===== config.mk =====
export PLATFORM = sky130hd
export DESIGN_NAME = muldiv_seq
export DESIGN_NICKNAME = d
export VERILOG_FILES = /design/src/rtl/muldiv_seq.sv
export SDC_FILE = /design/constraint.sdc
export NUM_CORES = 1
export LEC_CHECK = 0
export BUFFER_PORTS_ARGS = -buffer_cell sky130_fd_sc_hd__buf_4
export CAP_MARGIN = 20
export CORE_MARGIN = 2
export CORE_UTILIZATION = 47
export CTS_BUF_LIST = sky130_fd_sc_hd__clkbuf_16
export CTS_CLUSTER_SIZE = 20
export DETAILED_ROUTE_END_ITERATION = 16
export MAX_ROUTING_LAYER = met4
export PLACE_DENSITY = 0.62
export SYNTH_ARGS = -nofsm -noshare
export SYNTH_HDL_FRONTEND = slang
export SYNTH_SLANG_ARGS = --single-unit

===== constraint.sdc =====
create_clock -name clk -period 8.1 [get_ports clk]
set_input_delay 1.62 -clock clk [delete_from_list [all_inputs] [get_ports clk]]
set_output_delay 1.62 -clock clk [all_outputs]
set_load 0.005 [all_outputs]

===== src/rtl/muldiv_seq.sv =====
// Multi-cycle MULT/MULTU/DIV/DIVU sequencer that owns the architectural HI/LO pair.
// Uses a shift-add multiplier and a restoring divider, one bit per cycle, with sign fix-up at the end.
module muldiv_seq #(
    parameter int WIDTH = 32,
    parameter int CNT_W = 6
) (
    input  logic             clk,
    input  logic             rst,
    input  logic             start,
    input  logic [1:0]       op,
    input  logic [WIDTH-1:0] a,
    input  logic [WIDTH-1:0] b,
    input  logic             hi_we,
    input  logic             lo_we,
    input  logic [WIDTH-1:0] wdata,
    output logic             busy,
    output logic             done,
    output logic             div_by_zero,
    output logic [WIDTH-1:0] hi,
    output logic [WIDTH-1:0] lo
);

    typedef enum logic [2:0] {
        S_IDLE = 3'd0,
        S_PREP = 3'd1,
        S_CALC = 3'd2,
        S_FIX  = 3'd3,
        S_DONE = 3'd4
    } state_t;

    state_t r_state;
    state_t w_state_next;

    logic [1:0]         r_op;
    logic [WIDTH-1:0]   r_a;
    logic [WIDTH-1:0]   r_b;
    logic [WIDTH-1:0]   r_opnd;
    logic [2*WIDTH-1:0] r_acc;
    logic               r_neg_q;
    logic               r_neg_r;
    logic               r_dbz;
    logic [CNT_W-1:0]   r_cnt;
    logic [WIDTH-1:0]   r_hi;
    logic [WIDTH-1:0]   r_lo;

    logic               w_is_div;
    logic               w_signed;
    logic [WIDTH-1:0]   w_abs_a;
    logic [WIDTH-1:0]   w_abs_b;
    logic               w_div_zero;
    logic               w_last;
    logic [WIDTH:0]     w_mul_sum;
    logic [2*WIDTH-1:0] w_mul_next;
    logic [WIDTH:0]     w_rem_sh;
    logic [WIDTH:0]     w_rem_sub;
    logic               w_rem_ge;
    logic [2*WIDTH-1:0] w_div_next;
    logic [2*WIDTH-1:0] w_prod_fix;
    logic [WIDTH-1:0]   w_quot_fix;
    logic [WIDTH-1:0]   w_rem_fix;
    logic               w_mt_ok;

    assign w_is_div   = r_op[1];
    assign w_signed   = r_op[0];
    assign w_abs_a    = (w_signed && r_a[WIDTH-1]) ? (~r_a + 1'b1) : r_a;
    assign w_abs_b    = (w_signed && r_b[WIDTH-1]) ? (~r_b + 1'b1) : r_b;
    assign w_div_zero = w_is_div && (r_b == '0);
    assign w_last     = (r_cnt == CNT_W'(WIDTH - 1));

    // Multiply step: conditional add into the upper half, then shift right keeping the carry.
    assign w_mul_sum  = {1'b0, r_acc[2*WIDTH-1:WIDTH]} + {1'b0, (r_acc[0] ? r_opnd : {WIDTH{1'b0}})};
    assign w_mul_next = {w_mul_sum, r_acc[WIDTH-1:1]};

    // Divide step: the shifted remainder needs one extra bit before the compare.
    assign w_rem_sh   = r_acc[2*WIDTH-1:WIDTH-1];
    assign w_rem_sub  = w_rem_sh - {1'b0, r_opnd};
    assign w_rem_ge   = (w_rem_sh >= {1'b0, r_opnd});
    assign w_div_next = w_rem_ge ? {w_rem_sub[WIDTH-1:0], r_acc[WIDTH-2:0], 1'b1}
                                 : {w_rem_sh[WIDTH-1:0],  r_acc[WIDTH-2:0], 1'b0};

    assign w_prod_fix = r_neg_q ? (~r_acc + 1'b1) : r_acc;
    assign w_quot_fix = r_neg_q ? (~r_acc[WIDTH-1:0] + 1'b1) : r_acc[WIDTH-1:0];
    assign w_rem_fix  = r_neg_r ? (~r_acc[2*WIDTH-1:WIDTH] + 1'b1) : r_acc[2*WIDTH-1:WIDTH];
    assign w_mt_ok    = (r_state == S_IDLE) || (r_state == S_DONE);

    always_ff @(posedge clk) begin
        if (rst) begin
            r_state <= S_IDLE;
        end else begin
            r_state <= w_state_next;
        end
    end

    always_comb begin
        w_state_next = r_state;
        case (r_state)
            S_IDLE: if (start) w_state_next = S_PREP;
            S_PREP: w_state_next = w_div_zero ? S_DONE : S_CALC;
            S_CALC: if (w_last) w_state_next = S_FIX;
            S_FIX:  w_state_next = S_DONE;
            S_DONE: w_state_next = S_IDLE;
            default: w_state_next = S_IDLE;
        endcase
    end

    always_comb begin
        busy        = 1'b0;
        done        = 1'b0;
        div_by_zero = 1'b0;
        case (r_state)
            S_PREP, S_CALC, S_FIX: busy = 1'b1;
            S_DONE: begin
                done        = 1'b1;
                div_by_zero = r_dbz;
            end
            default: ;
        endcase
    end

    always_ff @(posedge clk) begin
        if (rst) begin
            r_op    <= '0;
            r_a     <= '0;
            r_b     <= '0;
            r_opnd  <= '0;
            r_acc   <= '0;
            r_neg_q <= 1'b0;
            r_neg_r <= 1'b0;
            r_dbz   <= 1'b0;
            r_cnt   <= '0;
            r_hi    <= '0;
            r_lo    <= '0;
        end else begin
            if (w_mt_ok && hi_we) r_hi <= wdata;
            if (w_mt_ok && lo_we) r_lo <= wdata;
            case (r_state)
                S_IDLE: begin
                    if (start) begin
                        r_op <= op;
                        r_a  <= a;
                        r_b  <= b;
                    end
                end
                S_PREP: begin
                    r_neg_q <= w_signed & (r_a[WIDTH-1] ^ r_b[WIDTH-1]);
                    r_neg_r <= w_signed & r_a[WIDTH-1];
                    r_cnt   <= '0;
                    // Multiply: opnd=multiplicand, acc low=multiplier. Divide: opnd=divisor, acc low=dividend.
                    r_opnd  <= w_is_div ? w_abs_b : w_abs_a;
                    r_acc   <= {{WIDTH{1'b0}}, (w_is_div ? w_abs_a : w_abs_b)};
                    r_dbz   <= w_div_zero;
                end
                S_CALC: begin
                    r_acc <= w_is_div ? w_div_next : w_mul_next;
                    r_cnt <= r_cnt + 1'b1;
                end
                S_FIX: begin
                    if (w_is_div) begin
                        r_lo <= w_quot_fix;
                        r_hi <= w_rem_fix;
                    end else begin
                        r_lo <= w_prod_fix[WIDTH-1:0];
                        r_hi <= w_prod_fix[2*WIDTH-1:WIDTH];
                    end
                end
                S_DONE: r_dbz <= 1'b0;
                default: ;
            endcase
        end
    end

    assign hi = r_hi;
    assign lo = r_lo;

endmodule


Yosys cells after proc, flatten, opt, wreduce, memory -nomap -nowiden
Index checks and enable logic that the tools add are counted.
- flip-flop bits (word level): 238
- input bits: 103
- output and inout port bits: 67
- $add $sub $neg: 8
- magnitude comparators: 1
- equal/unequal tests: 7
- muxes and demuxes: 26
- bitwise gates (word level): 8
- reduce and logical (&&, ||, !) cells: 15
- operator list (cell ; count):
    $mux W32 ; 13
    $mux W64 ; 3
    $add A32 B1 Y32 const B ; 4
    $not A32 Y32 ; 4
    $pmux W64 S2 ; 1
    $add A64 B1 Y64 const B ; 1
    $not A64 Y64 ; 1
    $add A32 B32 Y33 ; 1
    $ge A33 B32 Y1 ; 1
    $logic_not A32 Y1 ; 1
    $sub A32 B32 Y32 ; 1
    $pmux W3 S4 ; 1
    $pmux W6 S2 ; 1
    $mux W3 ; 3
    $reduce_bool A2 Y1 ; 4
    $add A6 B1 Y6 const B ; 1
    $eq A3 B2 Y1 const B ; 2
    $eq A6 B5 Y1 const B ; 1
    $logic_and A1 B1 Y1 ; 5
    $ne A2 B2 Y1 const B ; 2
    $reduce_and A2 Y1 ; 2
    $eq A3 B1 Y1 const B ; 1
    $eq A3 B3 Y1 const B ; 1
    $logic_not A3 Y1 ; 1
    other kinds (6) ; 9

Logic depth before layout (Yosys ltp)
Gate-level depths: netlist of the first run.
- word-level depth: 5
- mapped depth: 14
- mapped depth without buffers: 13

Worst setup path after synthesis of the first run
No wires, ideal clock.
- path type: register to register
- start point: reg r_acc[0]
- end point: reg r_acc[57]
- arrival time: 2.862 ns
- path slack: 5.117 ns
- stages on the path, launching flop included: 14
- path buffers: 1
- period minus slack after synthesis: 2.983 ns
- path through: dfxtp_1 inv_1 clkbuf_1 nor2_1 ha_1 a21o_1 a311oi_1 o21bai_1 a211oi_1 a21oi_1 o21ai_0 a211oi_1 xor2_1 a221o_1
- word-level cells in the longest chain between the ends: 4
- ends and longest elaborated chain (element ; RTL line ; source):
    start, declared ; 38 ; logic [2*WIDTH-1:0] r_acc;
    start signal, assigned ; 150 ; r_acc <= {{WIDTH{1'b0}}, (w_is_div ? w_abs_a : w_abs_b)};
    start signal, assigned ; 154 ; r_acc <= w_is_div ? w_div_next : w_mul_next;
    $mux W32 ; 71 ; assign w_mul_sum = {1'b0, r_acc[2*WIDTH-1:WIDTH]} + {1'b0, (r_acc[0] ? r_opnd : {WIDTH{1'b0}})};
    $add A32 B32 Y33 ; 71 ;
    $mux W64 ; 154 ;
    $pmux W64 S2 ; 136 ; case (r_state)
Every way passes these cells.
A chain may end at the register's enable or synchronous reset.

Final worst setup path of the first run
- start point: reg r_acc[0]
- end point: reg r_hi[8] (netlist: hi[8])
- word-level cells in the longest chain between the ends: 5
- ends and longest elaborated chain (element ; RTL line ; source):
    $not A64 Y64 ; 81 ; assign w_prod_fix = r_neg_q ? (~r_acc + 1'b1) : r_acc;
    $add A64 B1 Y64 ; 81 ;
    $mux W64 ; 81 ;
    $mux W32 ; 158 ; if (w_is_div) begin
    $mux W32 ; 136 ;
    end signal, assigned ; 134 ; if (w_mt_ok && hi_we) r_hi <= wdata;
    end signal, assigned ; 160 ; r_hi <= w_rem_fix;
    end signal, assigned ; 163 ; r_hi <= w_prod_fix[2*WIDTH-1:WIDTH];
    end, declared ; 43 ; logic [WIDTH-1:0] r_hi;
Every way passes these cells.

==> results of run 1 <==
[metal layers]
metal  up-vias  global-route usage, %
li1       8270                      -
met1      8090                   43.2
met2       589                   48.4
met3        96                   3.20
met4         0                   10.6
met5         -                      -
[report_power, final]
part | total [W] | switching (W) | leakage [nW] | internal (W)
logic | 0.00103 | 0.000625 | 5.61 | 0.000403
registers | 0.00132 | 0.0000826 | 1.94 | 0.00124
clock network | 0.00134 | 0.000559 | 0.483 | 0.000782
total | 0.00369 | 0.00127 | 8.03 | 0.00242
[worst register-to-register path, cell delays in order, from the launching register on]
cell and delay (ns):
dfxtp_1 0.40, inv_1 0.81, ha_1 0.31, or3b_2 0.51
nor4_1 0.26, nand4_1 0.41, or2_1 0.38, and2_1 0.32
a21oi_1 0.23, xnor2_1 0.16, nor2_1 0.08, a211oi_1 0.28
[synthesized netlist by cell type (7+ instances only)]
library cell  instances  area (um^2)
nand2_1             286         1070
nor2_1              251          942
dfxtp_1             238         4760
a21oi_1             228         1140
clkbuf_1            133          499
mux2i_1             122         1220
xnor2_1             115         1010
a211oi_1            105          788
o21ai_0             102          510
ha_1                 69          863
inv_1                63          236
xor2_1               51          447
nand3_1              37          185
nor3_1               35          175
o211ai_1             34          255
a21o_1               27          203
o31ai_1              23          173
or3_1                22          138
a31oi_1              21          131
a221oi_1             19          166
nand2b_1             17          106
nor4_1               17          106
and2_1               16          100
o41ai_1              16          140
a22oi_1              14          105
or4_1                14          105
nor2b_1              13         81.3
and3_1               12         75.1
buf_1                12         45.0
o21a_1               12         90.1
o21bai_1             11         82.6
nand4_1              10         62.6
or2_2                 7         43.8
[cells by family after synthesis]
group	after synthesis	share of synthesized area [%]
and+or+nand+nor	776	21.0
muxes	125	7.30
adders and majority gates	71	5.25
AOI/OAI and AO/OA	672	25.2
DFF	238	27.7
xor gates and xnor gates	166	8.46
buffers and inverters	220	5.04
[registers in the layout (all words and copies together), names as in the netlist]
name     count
r_op         2
r_opnd      32
r_neg_q      1
r_cnt        6
hi          32
r_a         32
r_state      3
lo          32
r_b         32
r_dbz        1
r_acc       64
r_neg_r      1
[worst max path at each step]
| stage | start | to | slack (ns) |
|---|---|---|---|
| after global placement | r_acc[0]$_SDFFE_PP0P_ | hi[6]$_SDFFE_PP0P_ | 4.10 |
| after detailed placement | r_acc[0]$_SDFFE_PP0P_ | hi[6]$_SDFFE_PP0P_ | 4.03 |
| after floorplan | r_acc[0]$_SDFFE_PP0P_ | r_acc[57]$_SDFFE_PP0P_ | 5.12 |
| after CTS | r_acc[0]$_SDFFE_PP0P_ | hi[8]$_SDFFE_PP0P_ | 3.96 |
| after global routing | r_acc[0]$_SDFFE_PP0P_ | hi[8]$_SDFFE_PP0P_ | 3.64 |
| final | r_acc[0]$_SDFFE_PP0P_ | hi[8]$_SDFFE_PP0P_ | 3.87 |
[metrics by stage]
stage / instances / power, W / hold WS [ns] / worst slack, ns / cell area [um^2]
floorplan: 2268 / 0.00203 / 0.432 / 5.12 / 17200
global placement: 2765 / 0.00235 / 0.442 / 4.10 / 18600
detailed placement: 2765 / 0.00235 / 0.446 / 4.03 / 18600
CTS: 2818 / 0.00369 / 0.452 / 3.96 / 19500
global route: 2820 / 0.00385 / 0.472 / 3.64 / 19600
finish: 2820 / 0.00369 / 0.450 / 3.87 / 19600
[cells in the final DEF, fill, tap and decap left out, drive strengths merged, types with 22 or more instances in the layout]
cell / Yosys / routed
xor2: 51 / 51
nor2: 252 / 252
a21oi: 230 / 230
ha: 69 / 69
o21ai: 105 / 105
or3: 23 / 23
o31ai: 23 / 23
buf: 21 / 187
a211oi: 105 / 105
nor3: 38 / 38
clkbuf: 135 / 29
dfxtp: 238 / 238
o211ai: 34 / 34
inv: 63 / 71
a21o: 27 / 27
nand3: 37 / 37
xnor2: 115 / 115
a31oi: 22 / 22
nor4: 23 / 23
nand2: 287 / 287
mux2i: 122 / 122
[area by class of cell]
class | instances | area share [%]
Clock inverter | 24 | 1.23
Timing Repair Buffer | 187 | 7.27
Multi-Input combinational cell | 1810 | 59.2
Tap cell | 468 | 2.99
Inverter | 64 | 1.23
Sequential cell | 238 | 24.4
Clock buffer | 29 | 3.71
==> flow_metrics.env, run 1 <==
export IMPL_hpwlAfterDp_um=45500
export IMPL_dr_pass1_iters=5
export IMPL_final_util_pct=53.9
export IMPL_drt_iter0_markers=1321
export IMPL_drv_cap=0
export IMPL_peakVddDrop_uv=168
export IMPL_clock_sinks=238
export IMPL_wire_per_inst_um=21.2
export IMPL_htreeDepth=1
export IMPL_coreArea_mm2=0.0363
export IMPL_power_leakage_nw=8.03
export IMPL_synth_distinct_cells=88
export IMPL_synth_edff_count=0
export IMPL_antenna_cells=0
export IMPL_cp_start_kind="register"
export IMPL_crit_path_max_fanout=31
export IMPL_initial_core_util_pct=47.3
export IMPL_netlist_area_mm2=0.0172
export IMPL_routed_top_layer="met4"
export IMPL_status="complete, no violations"
export IMPL_worst_path_max_delay_cell="inv_1"
export IMPL_min_from="r_opnd[2]$_SDFFE_PP0P_"
export IMPL_gr_total_overflow=0
export IMPL_required_ns=8.59
export IMPL_drive_above_1_share_pct=12.1
export IMPL_setup_violations=0
export IMPL_cp_end_kind="register"
export IMPL_drc=0
export IMPL_gp_congestion=0.970
export IMPL_max_freq_mhz=236
export IMPL_power_density_mw_per_mm2=189
export IMPL_worstSetupPathDepth=11
export IMPL_wirelength_um=59800
export IMPL_yosysSeqAreaShare_pct=27.7
export IMPL_root_buffer="clkbuf_16"
export IMPL_vias=17045
export IMPL_ios=170
export IMPL_final_min_period_over_clock_period_pct=52.2
export IMPL_ys_ff_latch=238
export IMPL_cts_setup_buffers=0
export IMPL_wl_met3_um=3420
export IMPL_cp_slowest_stage_delay_ns=0.81
export IMPL_met1Wirelength_um=27200
export IMPL_period_needed_ns=4.23
export IMPL_grt_pass1_wl_um=92300
export IMPL_postCtsResizedCells=0
export IMPL_cts_tree="yes"
export IMPL_grt_pass1_vias=15751
export IMPL_reg2reg_depth=11
export IMPL_crit_type="reg2reg"
export IMPL_hold_end="r_opnd[2]$_SDFFE_PP0P_"
export IMPL_rsz0062_at_grt="no"
export IMPL_tns_ns=0
export IMPL_met2_wirelength_um=26900
export IMPL_async_flop_share_pct=0
export IMPL_crit_arrival_ns=4.72
export IMPL_numCtsBuffers=29
export IMPL_hold_violations=0
export IMPL_grt_total_usage_pct=31.5
export IMPL_rrSetupSlack_ns=3.87
export IMPL_hold_class="reg2reg"
export IMPL_ys_warn_count=0
export IMPL_cpLargestDelayFamily="simple AND/OR/NAND/NOR gates"
export IMPL_die_area_mm2=0.0381
export IMPL_syn_area_per_cell_um2=7.58
export IMPL_r2r_end="hi[8]$_SDFFE_PP0P_"
export IMPL_ant_nets=0
export IMPL_skew_ns=0.0106
export IMPL_cts_hold_buf=0
export IMPL_critPathBufInv=1
export IMPL_portBuffers=169
export IMPL_fillCellCount=3507
export IMPL_tightest_slew_ns=1.07
export IMPL_synthCells=2268
export IMPL_syn_nets=2442
export IMPL_slew_headroom_pct=28.4
export IMPL_maxSlewViolCount=0
export IMPL_seq_area_mm2=0.00477
export IMPL_clk_pin_slew_ns=0.06
export IMPL_clk_latency_ns=0.59
export IMPL_die_y_um=195
export IMPL_synth_main_ff_cell="dfxtp_1"
export IMPL_min_path_cells=2
export IMPL_rr_startpoint="r_acc[0]$_SDFFE_PP0P_"
export IMPL_num_rows=70
export IMPL_synthToLayoutAreaGrowth_pct=13.8
export IMPL_die_w_um=195
export IMPL_clockBufferDepth=3
export IMPL_multi_input_area_mm2=0.0116
export IMPL_antenna_found_initial=0
export IMPL_viasPerCell=6.04
export IMPL_fin_nets=2504
export IMPL_crit_path_cell_trace="inv_1 -> ha_1 -> or3b_2 -> nor4_1 -> nand4_1 -> or2_1 -> and2_1 -> a21oi_1 -> xnor2_1 -> nor2_1 -> a211oi_1"
export IMPL_grt_max_degree=110
No activity file was read; power rests on OpenSTA's default activity.
==> run 2, diff against run 1 <==
--- a/config.mk
+++ b/config.mk
@@ -5,6 +5,7 @@
 export SDC_FILE = /design/constraint.sdc
 export NUM_CORES = 1
 export LEC_CHECK = 0
+export ABC_AREA = 1
 export BUFFER_PORTS_ARGS = -buffer_cell sky130_fd_sc_hd__buf_4
 export CAP_MARGIN = 20
 export CORE_MARGIN = 2
@@ -13,7 +14,7 @@
 export CTS_CLUSTER_SIZE = 20
 export DETAILED_ROUTE_END_ITERATION = 16
 export MAX_ROUTING_LAYER = met4
-export PLACE_DENSITY = 0.62
+export PLACE_DENSITY = 0.64
 export SYNTH_ARGS = -nofsm -noshare
 export SYNTH_HDL_FRONTEND = slang
 export SYNTH_SLANG_ARGS = --single-unit
==> constraint.sdc (replaced) <==
create_clock -name clk -period 3.75 [get_ports clk]
set_input_delay 0.75 -clock clk [delete_from_list [all_inputs] [get_ports clk]]
set_output_delay 0.75 -clock clk [all_outputs]
set_load 0.005 [all_outputs]
==> run 2 against run 1 <==
Power grew to 2.8 times the previous value. Wire length increased by 46%. Critical path depth is 3 higher. Critical endpoint is now r_acc[59]$_SDFFE_PP0P_.
==> flow_metrics.env, run 2 <==
export IMPL_status="complete, no violations"
export IMPL_cpLargestDelayFamily="compound AO/OA/AOI/OAI gates"
export IMPL_hold_end="r_state[2]$_SDFFE_PP0P_"
export IMPL_hold_violations=0
export IMPL_gr_total_overflow=0
export IMPL_drt_iter0_markers=3245
export IMPL_period_needed_ns=3.12
export IMPL_finalNonFillerCells=4109
export IMPL_drc=0
export IMPL_met2_usage_pct=57.9
export IMPL_syn_nets=3633
export IMPL_worstSetupPathDepth=14
export IMPL_switching_power_w=0.00465
export IMPL_root_buffer="clkbuf_16"
export IMPL_numCtsBuffers=27
export IMPL_gr_max_usage_layer="met2"
export IMPL_crit_path_max_fanout=30
export IMPL_htreeDepth=1
export IMPL_die_y_um=210
export IMPL_rsz0062_at_grt="no"
export IMPL_final_min_period_over_clock_period_pct=83.1
export IMPL_switching_share_pct=45.6
export IMPL_clk_pin_slew_ns=0.06
export IMPL_top_register="r_acc"
export IMPL_grt_pass1_wl_um=130000
export IMPL_ys_ff_latch=238
export IMPL_peakVddDrop_uv=387
export IMPL_crit_arrival_ns=3.52
export IMPL_worst_path_max_delay_cell="dfxtp_1"
export IMPL_yosysTopAreaCell="dfxtp_1"
export IMPL_drive_above_1_share_pct=8.85
export IMPL_synth_common_cells="nand2_1, inv_1, nand3_1, nor2_1, a21oi_1"
export IMPL_yosysMostFrequentCell="nand2_1"
export IMPL_viasPerCell=5.88
export IMPL_rrSetupSlack_ns=0.63
export IMPL_setup_violations=0
export IMPL_clock_sinks=238
export IMPL_num_rows=75
export IMPL_layout_common_cells="nand2_1, inv_1, nand3_1"
export IMPL_met3_usage_pct=5.60
export IMPL_maxSlewViolCount=0
export IMPL_rr_startpoint="r_acc[0]$_SDFFE_PP0P_"
export IMPL_fin_area_mm2=0.0225
export IMPL_max_freq_mhz=321
export IMPL_synthToLayoutAreaGrowth_pct=12.6
export IMPL_fin_nets=3725
export IMPL_yosysSeqAreaShare_pct=23.8
export IMPL_cts_hold_buf=0
export IMPL_portBuffers=169
export IMPL_cts_tree="yes"
export IMPL_critPathBufInv=2
export IMPL_drv_cap=0
export IMPL_reg2reg_depth=14
export IMPL_grt_max_degree=83
export IMPL_cp_start_kind="register"
export IMPL_async_flop_share_pct=0
export IMPL_ios=170
export IMPL_crit_path_cell_trace="buf_4 -> nand2_1 -> inv_1 -> ha_1 -> a21oi_1 -> o21ai_0 -> a21oi_1 -> nor2_1 -> nor2_1 -> nand2_1 -> nand2_1 -> nand3_1 -> nand3_1 -> a21oi_1"
export IMPL_comb_power_share_pct=44.4
export IMPL_synthCells=3459
export IMPL_largest_reg_flops=64
export IMPL_dr_pass1_iters=7
export IMPL_tightest_slew_ns=1.01
export IMPL_min_path_cells=2
export IMPL_dpl_cell_count=4061
export IMPL_synth_edff_count=0
export IMPL_place_area_mm2=0.0217
export IMPL_coreArea_mm2=0.0419
export IMPL_cp_end_kind="register"
export IMPL_gp_congestion=1.08
export IMPL_timing_final_ws_setup_ns=0.634
export IMPL_wire_per_inst_um=21.2
export IMPL_antenna_cells=0
export IMPL_gr_usage_met1_pct=53.7
export IMPL_hpwlAfterDp_um=69600
export IMPL_synth_area_leaders="dfxtp_1, nand2_1, nand3_1"
export IMPL_hold_class="in2reg"
export IMPL_seqPwrFrac_pct=29.7
export IMPL_grt_pass1_vias=21967
export IMPL_antenna_found_initial=1
export IMPL_min_from="rst"
export IMPL_postCtsResizedCells=0
export IMPL_die_area_mm2=0.0442
export IMPL_crit_type="reg2reg"
export IMPL_cp_slowest_stage_delay_ns=0.50
export IMPL_grt_total_usage_pct=39.4
export IMPL_vias=24141
export IMPL_clockBufferDepth=3
export IMPL_cts_setup_buffers=0
export IMPL_slew_headroom_pct=32.4
export IMPL_final_util_pct=53.7
export IMPL_preCtsSetupSlack_ns=0.724
export IMPL_ant_nets=0
export IMPL_power_density_mw_per_mm2=453
export IMPL_ys_warn_count=0
export IMPL_skew_ns=0.0288
export IMPL_die_w_um=210
export IMPL_synth_top_area_share_pct=23.8
export IMPL_r2r_end="r_acc[59]$_SDFFE_PP0P_"
export IMPL_wirelength_um=87200
export IMPL_syn_area_per_cell_um2=5.78
export IMPL_synth_distinct_cells=48
export IMPL_required_ns=4.16
export IMPL_power_leakage_nw=10.9
export IMPL_synth_main_ff_cell="dfxtp_1"
export IMPL_final_common_cell="nand2_1"
export IMPL_netlist_area_mm2=0.0200
export IMPL_initial_core_util_pct=47.6
export IMPL_tns_ns=0
export IMPL_pwr_share_clk_pct=25.9
export IMPL_p_int_w=0.00554
export IMPL_clk_latency_ns=0.59
-- run 2: changes by cell type after synthesis, moves of 32 or more --
cell      delta
o21ai_0     +91
clkbuf_1    -32
nand3_1    +379
a31oi_1     +47
nand2_1    +710
a211oi_1   -103
inv_1      +434
mux2i_1    -122
xnor2_1    -100
nand4_1     +39
-- run 2: cells by family (layout without fill, tap and decap cells) --
kind of cell / Yosys count / count (layout) / synth area share, %
AND/OR/NAND/NOR: 1832 / 1832 / 39.6
buffers and inverters: 654 / 765 / 12.7
AO/OA/AOI/OAI: 602 / 602 / 16.7
flip-flops: 238 / 238 / 23.8
adder cells (fa/ha/maj): 71 / 71 / 4.52
XOR/XNOR: 62 / 62 / 2.72
-- run 2: final cells by class --
| cell class | count | area [um^2] |
|---|---|---|
| Clock buffer | 27 | 676 |
| Clock inverter | 21 | 161 |
| Fill cell | 4394 | 19400 |
| Inverter | 504 | 1890 |
| Multi-Input combinational cell | 2567 | 12700 |
| Sequential cell | 238 | 4770 |
| Tap cell | 539 | 674 |
| Timing Repair Buffer | 213 | 1620 |
-- run 2: worst max-delay path by stage --
stage                          start                endpoint  slack (ns)
2_1_floorplan  r_acc[0]$_SDFFE_PP0P_  r_acc[61]$_SDFFE_PP0P_        1.50
3_3_place_gp   r_acc[0]$_SDFFE_PP0P_  r_acc[60]$_SDFFE_PP0P_        0.69
3_5_place_dp   r_acc[0]$_SDFFE_PP0P_  r_acc[60]$_SDFFE_PP0P_        0.72
4_1_cts        r_acc[0]$_SDFFE_PP0P_  r_acc[60]$_SDFFE_PP0P_        0.69
5_1_grt        r_acc[0]$_SDFFE_PP0P_  r_acc[59]$_SDFFE_PP0P_        0.44
6_report       r_acc[0]$_SDFFE_PP0P_  r_acc[59]$_SDFFE_PP0P_        0.63
-- run 2: metal layers --
metal	routed length (um)	vias up
li1	-	11438
met1	37800	11139
met2	36500	1324
met3	8160	240
met4	4720	0
met5	0	-
-- run 2: stage by stage --
stage | hold slack [ns] | total power (W)
floorplan | 0.431 | 0.00599
global placement | 0.445 | 0.00741
detailed placement | 0.456 | 0.00744
CTS | 0.414 | 0.0101
global route | 0.435 | 0.0107
finish | 0.427 | 0.0102
-- run 2: worst reg2reg max path: stages (launching register included) --
cell	delay, ns
dfxtp_1	0.50
buf_4	0.39
nand2_1	0.11
inv_1	0.09
ha_1	0.29
a21oi_1	0.34
o21ai_0	0.24
a21oi_1	0.28
nor2_1	0.10
nor2_1	0.13
nand2_1	0.07
nand2_1	0.06
nand3_1	0.15
nand3_1	0.15
a21oi_1	0.07
-- run 2: power by group through the flow --
stage | registers, W | clock network, W | logic [W]
4_1_cts | 0.00301 | 0.00264 | 0.00440
6_report | 0.00302 | 0.00264 | 0.00453
2_1_floorplan | 0.00296 | 0 | 0.00304
3_3_place_gp | 0.00306 | 0 | 0.00435
3_5_place_dp | 0.00306 | 0 | 0.00438
5_1_grt | 0.00304 | 0.00273 | 0.00492
